$ cat src/rtl/div_32_seq_if.sv
// Handshake and data bundle between the multdiv pipeline latch and the sequential divider.
interface div_32_seq_if #(
    parameter int unsigned WIDTH = 32
);
    logic             ctrl_DIV;
    logic [WIDTH-1:0] data_operandA;
    logic [WIDTH-1:0] data_operandB;
    logic [WIDTH-1:0] data_result;
    logic [WIDTH-1:0] data_remainder;
    logic             data_exception;
    logic             data_resultRDY;
    logic             busy;

    modport master (
        output ctrl_DIV,
        output data_operandA,
        output data_operandB,
        input  data_result,
        input  data_remainder,
        input  data_exception,
        input  data_resultRDY,
        input  busy
    );

    modport slave (
        input  ctrl_DIV,
        input  data_operandA,
        input  data_operandB,
        output data_result,
        output data_remainder,
        output data_exception,
        output data_resultRDY,
        output busy
    );
endinterface

$ cat src/rtl/div_32_seq.sv
// Multicycle signed restoring divider: one quotient bit per clock, sign fix-up in a final cycle.
module div_32_seq #(
    parameter int unsigned WIDTH = 32
) (
    input logic         clock,
    input logic         reset,
    div_32_seq_if.slave bus
);
    localparam int unsigned CntW = $clog2(WIDTH);
    localparam logic [WIDTH-1:0] MinInt = {1'b1, {(WIDTH - 1){1'b0}}};

    typedef enum logic [1:0] {StIdle, StRun, StFix} state_e;

    state_e           state_q;
    logic [CntW-1:0]  cnt_q;
    logic [WIDTH:0]   rem_q;
    logic [WIDTH-1:0] quo_q;
    logic [WIDTH-1:0] dvs_q;
    logic             neg_quo_q;
    logic             neg_rem_q;
    logic             dbz_q;
    logic             ovf_q;

    logic [WIDTH-1:0] result_q;
    logic [WIDTH-1:0] remainder_q;
    logic             exception_q;
    logic             rdy_q;
    logic             busy_q;

    function automatic logic [WIDTH-1:0] negate(input logic [WIDTH-1:0] x);
        return ~x + WIDTH'(1);
    endfunction

    logic [WIDTH-1:0] abs_a;
    logic [WIDTH-1:0] abs_b;
    logic [WIDTH:0]   rem_shift;
    logic [WIDTH+1:0] sub;
    logic             sub_ok;
    logic [WIDTH:0]   rem_step;
    logic [WIDTH-1:0] quo_step;
    logic             start_dbz;
    logic             start_ovf;

    always_comb begin
        abs_a = bus.data_operandA[WIDTH-1] ? negate(bus.data_operandA) : bus.data_operandA;
        abs_b = bus.data_operandB[WIDTH-1] ? negate(bus.data_operandB) : bus.data_operandB;
        start_dbz = (bus.data_operandB == '0);
        start_ovf = (bus.data_operandA == MinInt) && (bus.data_operandB == '1);

        // Adder path: R_shifted + ~|B| + 1; the carry out means R_shifted >= |B|.
        rem_shift = {rem_q[WIDTH-1:0], quo_q[WIDTH-1]};
        sub       = {1'b0, rem_shift} + {1'b0, ~{1'b0, dvs_q}} + (WIDTH + 2)'(1);
        sub_ok    = sub[WIDTH+1];
        rem_step  = sub_ok ? sub[WIDTH:0] : rem_shift;
        quo_step  = {quo_q[WIDTH-2:0], sub_ok};
    end

    // Partial remainder stays below |B|, so its top bit is always clear between steps.
    logic unused_rem_msb;
    assign unused_rem_msb = rem_q[WIDTH];

    always_ff @(posedge clock) begin
        if (reset) begin
            state_q     <= StIdle;
            cnt_q       <= '0;
            rem_q       <= '0;
            quo_q       <= '0;
            dvs_q       <= '0;
            neg_quo_q   <= 1'b0;
            neg_rem_q   <= 1'b0;
            dbz_q       <= 1'b0;
            ovf_q       <= 1'b0;
            result_q    <= '0;
            remainder_q <= '0;
            exception_q <= 1'b0;
            rdy_q       <= 1'b0;
            busy_q      <= 1'b0;
        end else if (bus.ctrl_DIV) begin
            // A start in any state discards whatever division is in flight.
            state_q   <= StRun;
            cnt_q     <= '0;
            rem_q     <= '0;
            quo_q     <= abs_a;
            dvs_q     <= abs_b;
            neg_quo_q <= bus.data_operandA[WIDTH-1] ^ bus.data_operandB[WIDTH-1];
            neg_rem_q <= bus.data_operandA[WIDTH-1];
            dbz_q     <= start_dbz;
            ovf_q     <= start_ovf;
            rdy_q     <= 1'b0;
            busy_q    <= 1'b1;
        end else begin
            rdy_q <= 1'b0;
            unique case (state_q)
                StIdle: ;
                StRun: begin
                    rem_q <= rem_step;
                    quo_q <= quo_step;
                    cnt_q <= cnt_q + CntW'(1);
                    if (cnt_q == CntW'(WIDTH - 1)) begin
                        state_q <= StFix;
                    end
                end
                StFix: begin
                    if (dbz_q) begin
                        result_q    <= '0;
                        remainder_q <= '0;
                        exception_q <= 1'b1;
                    end else if (ovf_q) begin
                        result_q    <= MinInt;
                        remainder_q <= '0;
                        exception_q <= 1'b1;
                    end else begin
                        result_q    <= neg_quo_q ? negate(quo_q) : quo_q;
                        remainder_q <= neg_rem_q ? negate(rem_q[WIDTH-1:0]) : rem_q[WIDTH-1:0];
                        exception_q <= 1'b0;
                    end
                    rdy_q   <= 1'b1;
                    busy_q  <= 1'b0;
                    state_q <= StIdle;
                end
                default: state_q <= StIdle;
            endcase
        end
    end

    assign bus.data_result    = result_q;
    assign bus.data_remainder = remainder_q;
    assign bus.data_exception = exception_q;
    assign bus.data_resultRDY = rdy_q;
    assign bus.busy           = busy_q;
endmodule

$ cat src/flat_wrapper.sv
// flat-port wrapper written by rule: the top's interface ports become plain ports
module div_32_seq_flat 
#(
    parameter int unsigned WIDTH = 32
)
  (clock, reset, bus_ctrl_DIV, bus_data_operandA, bus_data_operandB, bus_data_result, bus_data_remainder, bus_data_exception, bus_data_resultRDY, bus_busy);
  div_32_seq_if #(.WIDTH(WIDTH)) bus_i ();
  input logic clock;
  input logic reset;
  input wire logic [$bits(bus_i.ctrl_DIV)-1:0] bus_ctrl_DIV;
  input wire logic [$bits(bus_i.data_operandA)-1:0] bus_data_operandA;
  input wire logic [$bits(bus_i.data_operandB)-1:0] bus_data_operandB;
  output wire logic [$bits(bus_i.data_result)-1:0] bus_data_result;
  output wire logic [$bits(bus_i.data_remainder)-1:0] bus_data_remainder;
  output wire logic [$bits(bus_i.data_exception)-1:0] bus_data_exception;
  output wire logic [$bits(bus_i.data_resultRDY)-1:0] bus_data_resultRDY;
  output wire logic [$bits(bus_i.busy)-1:0] bus_busy;
  assign bus_i.ctrl_DIV = bus_ctrl_DIV;
  assign bus_i.data_operandA = bus_data_operandA;
  assign bus_i.data_operandB = bus_data_operandB;
  assign bus_data_result = bus_i.data_result;
  assign bus_data_remainder = bus_i.data_remainder;
  assign bus_data_exception = bus_i.data_exception;
  assign bus_data_resultRDY = bus_i.data_resultRDY;
  assign bus_busy = bus_i.busy;
  div_32_seq #(.WIDTH(WIDTH)) u_core (.clock(clock), .reset(reset), .bus(bus_i));
endmodule
$ cat config.mk
export PLATFORM = sky130hd
export DESIGN_NAME = div_32_seq_flat
export DESIGN_NICKNAME = d
export VERILOG_FILES = /design/src/rtl/div_32_seq_if.sv /design/src/rtl/div_32_seq.sv /design/src/flat_wrapper.sv
export SDC_FILE = /design/constraint.sdc
export NUM_CORES = 1
export LEC_CHECK = 0
export CAP_MARGIN = 20
export CORE_ASPECT_RATIO = 1.25
export CORE_MARGIN = 5
export CORE_UTILIZATION = 40
export CTS_BUF_LIST = sky130_fd_sc_hd__clkbuf_16
export DETAILED_ROUTE_END_ITERATION = 8
export DONT_BUFFER_PORTS = 1
export GPL_ROUTABILITY_DRIVEN = 0
export PLACE_DENSITY = 0.61
export SYNTH_ARGS = -nofsm -noshare
export SYNTH_HDL_FRONTEND = slang
export SYNTH_SLANG_ARGS = --single-unit
$ cat constraint.sdc
create_clock -name clock -period 4.2 [get_ports clock]
set_input_delay 1.26 -clock clock [delete_from_list [all_inputs] [get_ports clock]]
set_output_delay 1.26 -clock clock [all_outputs]
set_load 0.01 [all_outputs]
==> reports/qor_table.md <==
| Item | Reported | Unit |
|---|---|---|
| Outcome | completed | - |
| Number of buffers between clock root and the deepest sink | 2 | - |
| LEAKAGE | 0.00437 | uW |
| Post-layout net count | 1394 | - |
| Overflow left after global routing | 0 | - |
| Via count of the first global-routing pass | 8778 | - |
| Final setup viols | 0 | - |
| Least-Margin Pin Slew | 1080 | ps |
| Via count | 9154 | - |
| Top cells by area, synth | sky130_fd_sc_hd__dfxtp_1 33%, sky130_fd_sc_hd__xor2_1 9.1%, sky130_fd_sc_hd__o21ai_0 6.7% | - |
| DRT Wirelength | 29400 | um |
| Core Rows | 66 | - |
| Count of filler cells inserted in the layout | 2644 | - |
| Share of the synthesized area in the top cell type | 33.0 | % |
| Area delta synth->final | 7.67 | % |
| IR Drop Worst-Case VDD | 244 | uV |
| Fraction of layout cells with a size suffix above 1 | 5.32 | % |
| Most common library cell in the layout ignoring fill and taps | sky130_fd_sc_hd__dfxtp_1 | - |
| Simple-gate area share of the yosys netlist | 18.3 | % |
| Synthesized-area fraction occupied by ao, oa, aoi and oai cells | 24.8 | % |
| H-Tree Depth | 4 | - |
| DRC Markers | 0 | - |
| Final Cycle Share | 82.0 | % |
| CTS buffer count | 17 | - |
| Number of cells traversed by the worst hold path | 2 | - |
| Clock transition at path regs | 70 | ps |
| Number of unique standard cell types used by synthesis | 69 | - |
| IO buf count | 0 | - |
| Post-CTS repair timing setup buffer count | 0 | - |
| DP Area | 10800 | um^2 |
| Total clock sinks | 174 | - |
| Area share of xor/xnor cells in the synthesized design | 12.2 | % |
| Final number of hold-violating endpoints | 0 | - |
| Unrepaired setup endpoints after global routing | false | - |
| Worst min-delay path category | reg2reg | - |
| # IOs | 134 | - |
| Share of synthesized flip-flops with an asynchronous set or reset | 0 | % |
| ANT cells | 0 | - |
| Height of the chip | 192 | um |
| CTS tree | built | - |
| Post-Syn Nets | 1439 | - |
| Syn avg cell area | 7.92 | um^2 |
| Sequential share of the synthesized area | 33.0 | % |
| Number of iterations in the first detailed-routing pass | 5 | - |
| Worst Clk Skew | 9.19 | ps |
| Post-layout instance area | 11400 | um^2 |
| Count of flip-flops with a built-in enable after synthesis | 0 | - |
| Sum of negative setup slack | 0 | ps |
| Share of synthesized cell area in full adder, half adder and majority cells | 4.81 | % |
| Cell at the root of the clock tree | sky130_fd_sc_hd__clkbuf_16 | - |
| Max-slew violation count | 0 | - |
| Chip Width | 155 | um |
| Combinational family with the most area after synthesis | compound AO/OA/AOI/OAI gates | - |
| Resize count post-CTS | 0 | - |
| Summed instance area of the synthesized netlist | 10600 | um^2 |
| Number of standard cells in the final layout excluding fillers | 1638 | - |
| Full die area | 29700 | um^2 |
| Top FF cell, synth | sky130_fd_sc_hd__dfxtp_1 | - |
| Antenna Nets Post-Route | 0 | - |
| Critical Path Fanout Max | 40 | - |
| Final HPWL DP | 21900 | um |
| Worst hold slack | 477 | ps |
| Number of maximum-capacitance constraint violations | 0 | - |
| Arr. time, crit path | 3730 | ps |
| Critical Path Source Type | flip-flop | - |
| Commonest cells after routing, fill and taps aside | 174 x sky130_fd_sc_hd__dfxtp_1, 170 x sky130_fd_sc_hd__nand2_1, 142 x sky130_fd_sc_hd__o21ai_0 | - |
| Initial DRC Count | 567 | - |
| Synthesis Warnings | 0 | - |
| Drt via density | 5.59 | - |
| Wire length per cell | 18.0 | um |
| Max Clk Rate | 0.290 | GHz |
| Wire length of the first global-routing pass | 47000 | um |
| Post-synth top area cell | sky130_fd_sc_hd__dfxtp_1 | - |
| Type of destination of the critical path | flip-flop | - |
| Hold-fix buffers, CTS | 0 | - |
| Mapped Cells | 1332 | - |
| Post-Place Cells | 1608 | - |
| FF-to-FF path depth | 11 | - |
| Core region area | 26000 | um^2 |
| Post-layout min period | 3440 | ps |
| Gr usage total | 19.5 | % |
| Ratio of total power to cell area | 363 | nW/um^2 |
| Slew Limit Headroom | 27.7 | % |
| Largest net degree at the start of global routing | 96 | - |
| Category of the critical setup timing path | reg2reg | - |
| Insertion delay of the later-clocked pin in the worst-skew pair | 440 | ps |
| Mux share of post-synthesis cell area | 2.18 | % |
| Worst endpoint required time | 4490 | ps |
| Antenna violations before repair | 0 | - |
| Flops & latches, synth | 174 | - |
| Starting utilization of the core area | 40.6 | % |
area by class of cell:
type,instances,area [um^2],share of cell area (%)
Inverter,50,188,1.65
Clock inverter,13,125,1.10
Tap cell,340,425,3.74
Timing Repair Buffer,13,110,0.969
Sequential cell,174,3480,30.7
Multi-Input combinational cell,1031,6610,58.1
Clock buffer,17,425,3.74
where the power goes:
part | switching, uW | total (uW) | leakage, uW | internal [uW]
Combinational | 465 | 804 | 0.00268 | 339
Sequential | 83.8 | 1790 | 0.00142 | 1710
Clock | 670 | 1530 | 0.000265 | 861
synth_stat cells (23+ instances only):
| cell | number |
|---|---|
| sky130_fd_sc_hd__a211oi_1 | 35 |
| sky130_fd_sc_hd__o31ai_1 | 37 |
| sky130_fd_sc_hd__nand2_1 | 171 |
| sky130_fd_sc_hd__inv_1 | 49 |
| sky130_fd_sc_hd__ha_1 | 39 |
| sky130_fd_sc_hd__clkbuf_1 | 68 |
| sky130_fd_sc_hd__or3_1 | 24 |
| sky130_fd_sc_hd__nor2_1 | 92 |
| sky130_fd_sc_hd__a21oi_1 | 92 |
| sky130_fd_sc_hd__xor2_1 | 110 |
| sky130_fd_sc_hd__xnor2_1 | 37 |
| sky130_fd_sc_hd__o21ai_0 | 142 |
| sky130_fd_sc_hd__dfxtp_1 | 174 |
| sky130_fd_sc_hd__mux2i_1 | 23 |
cell families (layout without fill, tap and decap cells):
| group | Yosys count | count (layout) |
|---|---|---|
| compound gates | 417 | 417 |
| simple gates | 404 | 404 |
| flops | 174 | 174 |
| xor+xnor | 147 | 147 |
| buf+inv | 127 | 93 |
| fa+ha+maj | 40 | 40 |
| mux | 23 | 23 |
final timing paths:
path,from,to,slack [ps]
setup / recovery,u_core.rem_q[19]$_SDFFE_PP0P_,u_core.rem_q[16]$_SDFFE_PP0P_,760
setup reg to reg,u_core.rem_q[19]$_SDFFE_PP0P_,u_core.rem_q[16]$_SDFFE_PP0P_,760
hold reg to reg,u_core.cnt_q[1]$_SDFFE_PP0P_,u_core.cnt_q[1]$_SDFFE_PP0P_,480
hold / removal,u_core.cnt_q[1]$_SDFFE_PP0P_,u_core.cnt_q[1]$_SDFFE_PP0P_,480
stage by stage:
step / power (uW) / utilization [%] / setup slack [ps]
2_1_floorplan: 2460 / - / 677
6_report: 4130 / 43.7 / 757
4_1_cts: 4170 / 43.7 / 852
3_5_place_dp: 2630 / 41.6 / 500
5_1_grt: 4340 / 43.7 / 564
3_3_place_gp: 2620 / 41.6 / 501
registers in the layout, summed over array words and instances (netlist names):
name and cells:
u_core.bus.data_result 32, u_core.bus.busy 1, u_core.neg_rem_q 1, u_core.neg_quo_q 1, u_core.bus.data_exception 1, u_core.cnt_q 5
u_core.quo_q 32, u_core.state_q 2, u_core.bus.data_remainder 32, u_core.rem_q 32, u_core.dbz_q 1, u_core.ovf_q 1
u_core.bus.data_resultRDY 1, u_core.dvs_q 32
worst max-delay path: stages (launching register included):
cell and delay, ps:
sky130_fd_sc_hd__dfxtp_1 500, sky130_fd_sc_hd__ha_1 400, sky130_fd_sc_hd__a211o_1 330, sky130_fd_sc_hd__a21oi_1 200, sky130_fd_sc_hd__o211ai_1 190, sky130_fd_sc_hd__a21oi_1 210
sky130_fd_sc_hd__a21oi_1 170, sky130_fd_sc_hd__a221oi_4 590, sky130_fd_sc_hd__buf_12 280, sky130_fd_sc_hd__inv_2 150, sky130_fd_sc_hd__mux2i_1 180, sky130_fd_sc_hd__a21oi_1 80
layer usage:
layer	vias to the layer above	share of wire (%)	GRT usage [%]	routed length, um
li1	4656	-	-	-
met1	4263	45	24.8	13100
met2	203	47	32.5	13800
met3	32	6.4	5.25	1900
met4	0	1.9	5.96	568
met5	-	0	0	0
No activity file was read; power rests on OpenSTA's default activity.
